<file path="config.mk">
export PLATFORM = sky130hd
export DESIGN_NAME = vga_fill_ctrl
export DESIGN_NICKNAME = d
export VERILOG_FILES = /design/src/rtl/vga_fill_ctrl.sv
export SDC_FILE = /design/constraint.sdc
export NUM_CORES = 1
export LEC_CHECK = 0
export ABC_CLOCK_PERIOD_IN_PS = 2690
export BUFFER_PORTS_ARGS = -buffer_cell sky130_fd_sc_hd__buf_2
export CAP_MARGIN = 20
export CORE_MARGIN = 3
export CORE_UTILIZATION = 45
export DETAILED_ROUTE_END_ITERATION = 6
export PLACE_DENSITY = 0.71
export SYNTH_ARGS = -nofsm -noshare
export SYNTH_HDL_FRONTEND = slang
export SYNTH_SLANG_ARGS = --single-unit
</file>
<file path="constraint.sdc">
create_clock -name i_clk -period 2.69 [get_ports i_clk]
set_input_delay 0.1345 -clock i_clk [delete_from_list [all_inputs] [get_ports i_clk]]
set_output_delay 0.1345 -clock i_clk [all_outputs]
set_load 0.05 [all_outputs]
</file>
<file path="src/rtl/vga_fill_ctrl.sv">
// Rectangle-fill engine and write-port arbiter for the 160x120 4bpp framebuffer.
// CPU stores always own the write port; the fill engine paints one word per
// idle cycle. All write-port outputs are registered, one cycle after the request.
module vga_fill_ctrl #(
  parameter int unsigned ROWS  = 120,
  parameter int unsigned WCOLS = 20
) (
  input  logic        i_clk,
  input  logic        i_rst_n,
  input  logic [31:0] i_cpuAddr,
  input  logic [31:0] i_cpuData,
  input  logic        i_cpuMemWrite,
  input  logic [1:0]  i_cpuSize,
  input  logic        en_MEM,
  input  logic        i_start,
  input  logic        i_abort,
  input  logic [6:0]  i_row0,
  input  logic [6:0]  i_row1,
  input  logic [4:0]  i_wcol0,
  input  logic [4:0]  i_wcol1,
  input  logic [3:0]  i_color,
  output logic [31:0] o_pxlAddr,
  output logic [31:0] o_pxlData,
  output logic        o_memWrite,
  output logic [1:0]  o_size,
  output logic        o_en,
  output logic        o_busy,
  output logic        o_done,
  output logic        o_err,
  output logic [8:0]  o_words
);

  localparam logic [7:0] ROWS_L  = ROWS[7:0];
  localparam logic [5:0] WCOLS_L = WCOLS[5:0];

  typedef enum logic {IDLE, FILL} state_t;

  state_t      state_q, state_d;
  logic [6:0]  row_q, row_d;
  logic [4:0]  wcol_q, wcol_d;
  logic [6:0]  row1_q, row1_d;
  logic [4:0]  wcol0_q, wcol0_d;
  logic [4:0]  wcol1_q, wcol1_d;
  logic [31:0] color_q, color_d;
  logic [31:0] addr_q, addr_d;
  logic [31:0] data_q, data_d;
  logic [1:0]  size_q, size_d;
  logic        we_q, we_d;
  logic        done_q, done_d;
  logic        err_q, err_d;
  logic [8:0]  words_q, words_d;

  logic cpu_we;
  logic cmd_ok;
  logic last_word;

  assign cpu_we    = i_cpuMemWrite & en_MEM;
  assign cmd_ok    = (i_row0 <= i_row1) && ({1'b0, i_row1} < ROWS_L) &&
                     (i_wcol0 <= i_wcol1) && ({1'b0, i_wcol1} < WCOLS_L);
  assign last_word = (row_q == row1_q) && (wcol_q == wcol1_q);

  // State and datapath registers; reset clears every output and counter.
  always_ff @(posedge i_clk or negedge i_rst_n) begin
    if (!i_rst_n) begin
      state_q <= IDLE;
      row_q   <= '0;
      wcol_q  <= '0;
      row1_q  <= '0;
      wcol0_q <= '0;
      wcol1_q <= '0;
      color_q <= '0;
      addr_q  <= '0;
      data_q  <= '0;
      size_q  <= '0;
      we_q    <= 1'b0;
      done_q  <= 1'b0;
      err_q   <= 1'b0;
      words_q <= '0;
    end else begin
      state_q <= state_d;
      row_q   <= row_d;
      wcol_q  <= wcol_d;
      row1_q  <= row1_d;
      wcol0_q <= wcol0_d;
      wcol1_q <= wcol1_d;
      color_q <= color_d;
      addr_q  <= addr_d;
      data_q  <= data_d;
      size_q  <= size_d;
      we_q    <= we_d;
      done_q  <= done_d;
      err_q   <= err_d;
      words_q <= words_d;
    end
  end

  // Next-state: CPU store wins the port; fill issues a word only on idle cycles.
  always_comb begin
    state_d = state_q;
    row_d   = row_q;
    wcol_d  = wcol_q;
    row1_d  = row1_q;
    wcol0_d = wcol0_q;
    wcol1_d = wcol1_q;
    color_d = color_q;
    addr_d  = addr_q;
    data_d  = data_q;
    size_d  = size_q;
    we_d    = 1'b0;
    done_d  = 1'b0;
    err_d   = 1'b0;
    words_d = words_q;

    if (cpu_we) begin
      addr_d = i_cpuAddr;
      data_d = i_cpuData;
      size_d = i_cpuSize;
      we_d   = 1'b1;
    end

    case (state_q)
      IDLE: begin
        if (i_start) begin
          if (cmd_ok) begin
            row_d   = i_row0;
            wcol_d  = i_wcol0;
            row1_d  = i_row1;
            wcol0_d = i_wcol0;
            wcol1_d = i_wcol1;
            color_d = {8{i_color}};
            words_d = '0;
            state_d = FILL;
          end else begin
            err_d = 1'b1;
          end
        end
      end
      FILL: begin
        if (i_abort) begin
          state_d = IDLE;
          done_d  = 1'b1;
        end else if (!cpu_we) begin
          addr_d  = {17'b0, row_q, 1'b0, wcol_q, 2'b00};
          data_d  = color_q;
          size_d  = 2'b10;
          we_d    = 1'b1;
          words_d = (words_q == '1) ? words_q : words_q + 9'd1;
          if (wcol_q == wcol1_q) begin
            wcol_d = wcol0_q;
            row_d  = row_q + 7'd1;
          end else begin
            wcol_d = wcol_q + 5'd1;
          end
          if (last_word) begin
            state_d = IDLE;
            done_d  = 1'b1;
          end
        end
      end
      default: state_d = IDLE;
    endcase
  end

  assign o_pxlAddr  = addr_q;
  assign o_pxlData  = data_q;
  assign o_memWrite = we_q;
  assign o_size     = size_q;
  assign o_en       = we_q;
  assign o_busy     = (state_q == FILL);
  assign o_done     = done_q;
  assign o_err      = err_q;
  assign o_words    = words_q;

endmodule
</file>
# --- Yosys cells after proc, flatten, opt, wreduce, memory -nomap -nowiden ---
# Cells that the tools add are included.
classes:
  add_sub_neg: 3
  order_cmp: 4
  n_eq_ne: 9
  n_mux: 47
  bitwise_logic: 2
  n_reduce_logical: 8
ops:
  columns: ["cell", "count"]
  rows:
  - ["32-bit two-way mux", 8]
  - ["9-bit two-way mux", 5]
  - ["7-bit two-way mux", 5]
  - ["5-bit two-way mux", 5]
  - ["9-bit case mux with 2 select lines", 1]
  - ["1-bit two-way mux", 16]
  - ["7-bit case mux with 2 select lines", 1]
  - ["2-bit != test (second input constant)", 5]
  - ["5-bit case mux with 2 select lines", 1]
  - ["5-bit AND reduction", 2]
  - ["9-bit by 1-bit adder with 9-bit output (second input constant)", 1]
  - ["9-bit == test (second input constant)", 1]
  - ["2-bit two-way mux", 4]
  - ["7-bit by 1-bit adder with 7-bit output (second input constant)", 1]
  - ["7-bit == test", 1]
  - ["7-bit less-or-equal comparator", 1]
  - ["7-bit less-than comparator (second input constant)", 1]
  - ["5-bit by 1-bit adder with 5-bit output (second input constant)", 1]
  - ["5-bit == test", 1]
  - ["5-bit less-or-equal comparator", 1]
  - ["5-bit less-than comparator (second input constant)", 1]
  - ["1-bit logical AND", 4]
  - ["4-bit AND reduction", 1]
  - ["3-bit AND reduction", 1]
  - ["4 further kinds", 4]
totals:
  ff_bits: 140
  in_bits: 100
  output_inout_bits: 80
  elab_cells: 87

# --- Longest topological paths before layout ---
depth:
  depth_word: 7
  depth_mapped: 10
  depth_no_buf: 10

# --- Worst setup path before layout ---
# OpenSTA, ideal clock, no wires.
synth_path:
  kind: "register to register"
  startpoint: "reg words_q[0], in the netlist o_words[0]"
  endpoint: "reg words_q[7], in the netlist o_words[7]"
  setup_time_ns: 0.121
  arrival_ns: 2.541
  t_required_ns: 2.569
  setup_slack_ns: 0.028
  stages_incl_launch_ff: 11
  path_buffers: 0
  synth_period_minus_slack_ns: 2.662
  cell_sequence: "dfrtp_1 ha_1 nand3_1 or2_2 nor2_1 ha_1 nand4b_1 nor2_1 nand3_1 mux2_2 a22o_1"
synth_between:
  elab_chain_len: 5
  word_cells_on_any_way: 8
  cone_classes: "add/sub (1); eq/ne (2); mux (4); reduce/logical (1)"
synth_lines:
  columns: ["element", "line", "rtl"]
  rows:
  - ["start, declared", "51", "logic [8:0] words_q, words_d;"]
  - ["start signal, assigned", "93", "words_q <= words_d;"]
  - ["9-bit by 1-bit adder with 9-bit output", "147", "words_d = (words_q == '1) ? words_q : words_q + 9'd1;"]
  - ["9-bit two-way mux", "147", null]
  - ["9-bit two-way mux", "142", "end else if (!cpu_we) begin"]
  - ["9-bit two-way mux", "139", "if (i_abort) begin"]
  - ["9-bit case mux with 2 select lines", "121", "case (state_q)"]
# Parallel ways exist; a longest one is shown, timed or not. The select of a mux whose other input is x is not followed.
# A chain may end at the register's enable or synchronous reset.

# --- Worst setup path in the final report ---
# Same ends and word-level chain as after synthesis.

==> results.toml <==
[status]
outcome = "finished with violations"
failed_checks = "negative hold slack"

[cells_and_area]
regArea_um2 = 2800
layout_commonest_cell = "buf_2"
fin_cells = 891
final_util_pct = 61.2
area_growth_syn_to_layout_pct = 30.3
layout-drive-gt1-share_pct = 32.6
fillers = 1015
nets = 857
final_cell_mix = "buf_2, dfrtp_1, nand2_1, o21ai_0, a21oi_1"
multi_input_area_um2 = 2450

[timing]
clock_skew_ps = 7.65
relSlewSlack_pct = 57.3
hold_viol_final = 1
setup_viol_count_final = 0
setup_tns_ps = 0
fmaxAchievable_mhz = 407
fin_worst_hold_slack_ps = -6.32
layout_min_cycle_time_ps = 2460
fin_crit_sh_pct = 91.3
finalMaxSlewViolations = 0
grt_setup_unrepaired = "false"
worst_pin_slew_ps = 639

[die]
initial_core_util_pct = 47.0
die_h_um = 116
die_x_um = 116
pin_count = 180
core_um2 = 11700
dieArea_um2 = 13500
fp-row-count = 39

[power]
p_sw_mw = 2.46
seqPwrFrac_pct = 40.9
powerDensity_nw_per_um2 = 853
power.static_leakage_nw = 3.49
p_comb_share_pct = 36.1
power.share.switching_pct = 40.5
p_int_mw = 3.62
ir_worst_vdd_mv = 0.451
p_total_mw = 6.09
p_clk_share_pct = 23.0

[placed_design]
place_congestion = 0.845
port_buffers = 179
dpl.hpwl_um = 10900
dp.cells = 840

[clock_network]
htree_levels = 3
cts_tree = "built"
cts_root_buffer = "clkbuf_16"
clk_pin_slew_worst_paths_ps = 80
post-cts-setup-buffers = 0
clock_sinks = 112
cts_buffers = 9
clock_path_buffers = 2
clock_latency_ps = 350

[synth]
ys.flop_type = "dfrtp_1"
synthCells = 543
synth_fp_nets = 659
yosysUniqueCellTypes = 53
synth_edf_count = 0
async_flop_share_pct = 100
ys_ff_latch = 112
seq_area_frac_synth_pct = 51.1
synth.avg_cell_area_um2 = 10.1
synth.cell_area_um2 = 5480
yosysWarnings = 0

[global_routing]
antenna_found_initial = 0
globalRouteOverflowTotal = 0
grt_max_degree = 67
grt_pass1_vias = 4782
grt_pass1_wl_um = 24100
gr-usage-all-layers_pct = 22.7

[detailed_routing]
firstDrtPassIters = 4
ant_nets = 0
drt_iter0_drc = 367
vias_per_cell = 5.47
wl_um = 15500
via_count = 4872
drc = 0
wl_per_cell_um = 17.4

[worst_setup_path]
crit_fanout = 9
crit_required_ps = 2930
worstSetupPathType = "register to register"
start_kind = "register"
worstPathArrival_ps = 2700
crit_path_end_kind = "register"

[min_path]
min_path_type = "input pin to register"

[job]
timing.max_cap.violations = 0
## path summary, 6_finish.rpt
kind / start / end / slack, ps / cells past startpoint
worst max-delay path: o_words[0] / o_words[7] / 230 / 10
worst min-delay path: i_cpuData[21] / o_pxlData[21] / -6 / 3
worst max register to register: o_words[0] / o_words[7] / 230 / 10
worst min register to register: o_size[1] / o_size[1] / 490 / 1
max in group asynchronous: i_rst_n / color_q[30] / 1570 / 3
min in group asynchronous: i_rst_n / o_err / 340 / 2
## worst max-delay path, cell delays in order, from the launching register on
cell,delay (ps)
dfrtp_1,430
ha_1,200
nand3_1,110
or2_2,330
nor2_1,120
ha_2,250
nand4b_1,200
nor2_1,90
nand3_1,100
mux2_2,340
a22o_1,180
## through the flow
stage	worst slack, ps	area (um^2)
2_1_floorplan	27.7	5480
3_3_place_gp	310	6490
3_5_place_dp	196	6490
4_1_cts	175	7120
5_1_grt	1.83	7140
6_report	233	7140
## kinds of logic (layout without fill, tap and decap cells)
logic type	after synthesis	after routing	share of synthesized area [%]
flops	112	112	51.1
buf+inv	55	258	4.29
xor+xnor	15	15	2.40
compound gates	166	166	19.9
mux	26	26	5.36
simple gates	153	153	13.2
other cells	0	2	0
fa+ha+maj	16	16	3.65
## cell usage after synthesis (all sizes together) (2+ instances only)
cell type  instances  area, um^2
xnor2              5        43.8
buf                9        62.6
clkbuf            27         101
xor2              10        87.6
a21oi             41         205
nand3              9        45.0
nor2b              3        18.8
nand2             75         282
nor4               5        31.3
dfrtp            112        2800
o211ai             5        42.5
or4                5        37.5
mux2i              2        20.0
and2               6        37.5
a31oi             17         113
and3               7        43.8
o22a               2        17.5
o221ai             2        17.5
inv               19        71.3
a21o               3        22.5
nand2b             3        18.8
nor3               5        41.3
o21ai             46         230
o311a              5        56.3
a211oi             2        20.0
ha                16         200
or3                2        12.5
nor2              23        86.3
o31ai              5        37.5
mux2              24         274
a22o              30         263
nand4              3        18.8
o22ai              2        12.5
nor3b              3        22.5
## power by group through the flow
stage / registers (mW) / logic (mW) / clock network, mW
2_1_floorplan: 3.10 / 0.977 / 0
3_3_place_gp: 2.48 / 2.12 / 0
3_5_place_dp: 2.51 / 2.16 / 0
4_1_cts: 2.48 / 2.20 / 1.43
5_1_grt: 2.54 / 2.38 / 1.50
6_report: 2.49 / 2.20 / 1.40
## per-layer routing
| layer | share of wire (%) | GRT usage (%) | up-vias | wire length (um) |
|---|---|---|---|---|
| met4 | 2.3 | 8.74 | 0 | 352 |
| met2 | 48 | 36.5 | 140 | 7490 |
| met3 | 4.3 | 3.01 | 24 | 670 |
| met1 | 45 | 31.3 | 2354 | 7000 |
| li1 | - | - | 2354 | - |
| met5 | 0 | 0 | - | 0 |
## repair_timing
action / CTS / global route
gates resized for setup: 0 / 1
endpoints found under the hold margin: 77 / 1
endpoints found under the setup margin: 0 / 1
hold buffers: 32 / 1
## layout make-up
class | count | area share (%)
sequential | 112 | 39.3
clock inverter | 6 | 1.02
antenna | 2 | 0.0701
timing repair buffer | 223 | 18.5
multi-input combinational | 376 | 34.3
tap | 143 | 2.51
clock buffer | 10 | 3.35
inverter | 19 | 0.999
## state kept, by name (all words and copies together) (netlist names), 4 cells and up
register	count
o_pxlAddr	32
row1_q	7
wcol_q	5
o_words	9
row_q	7
wcol1_q	5
wcol0_q	5
o_pxlData	32
color_q	4
(Power assumes the default switching activity.)
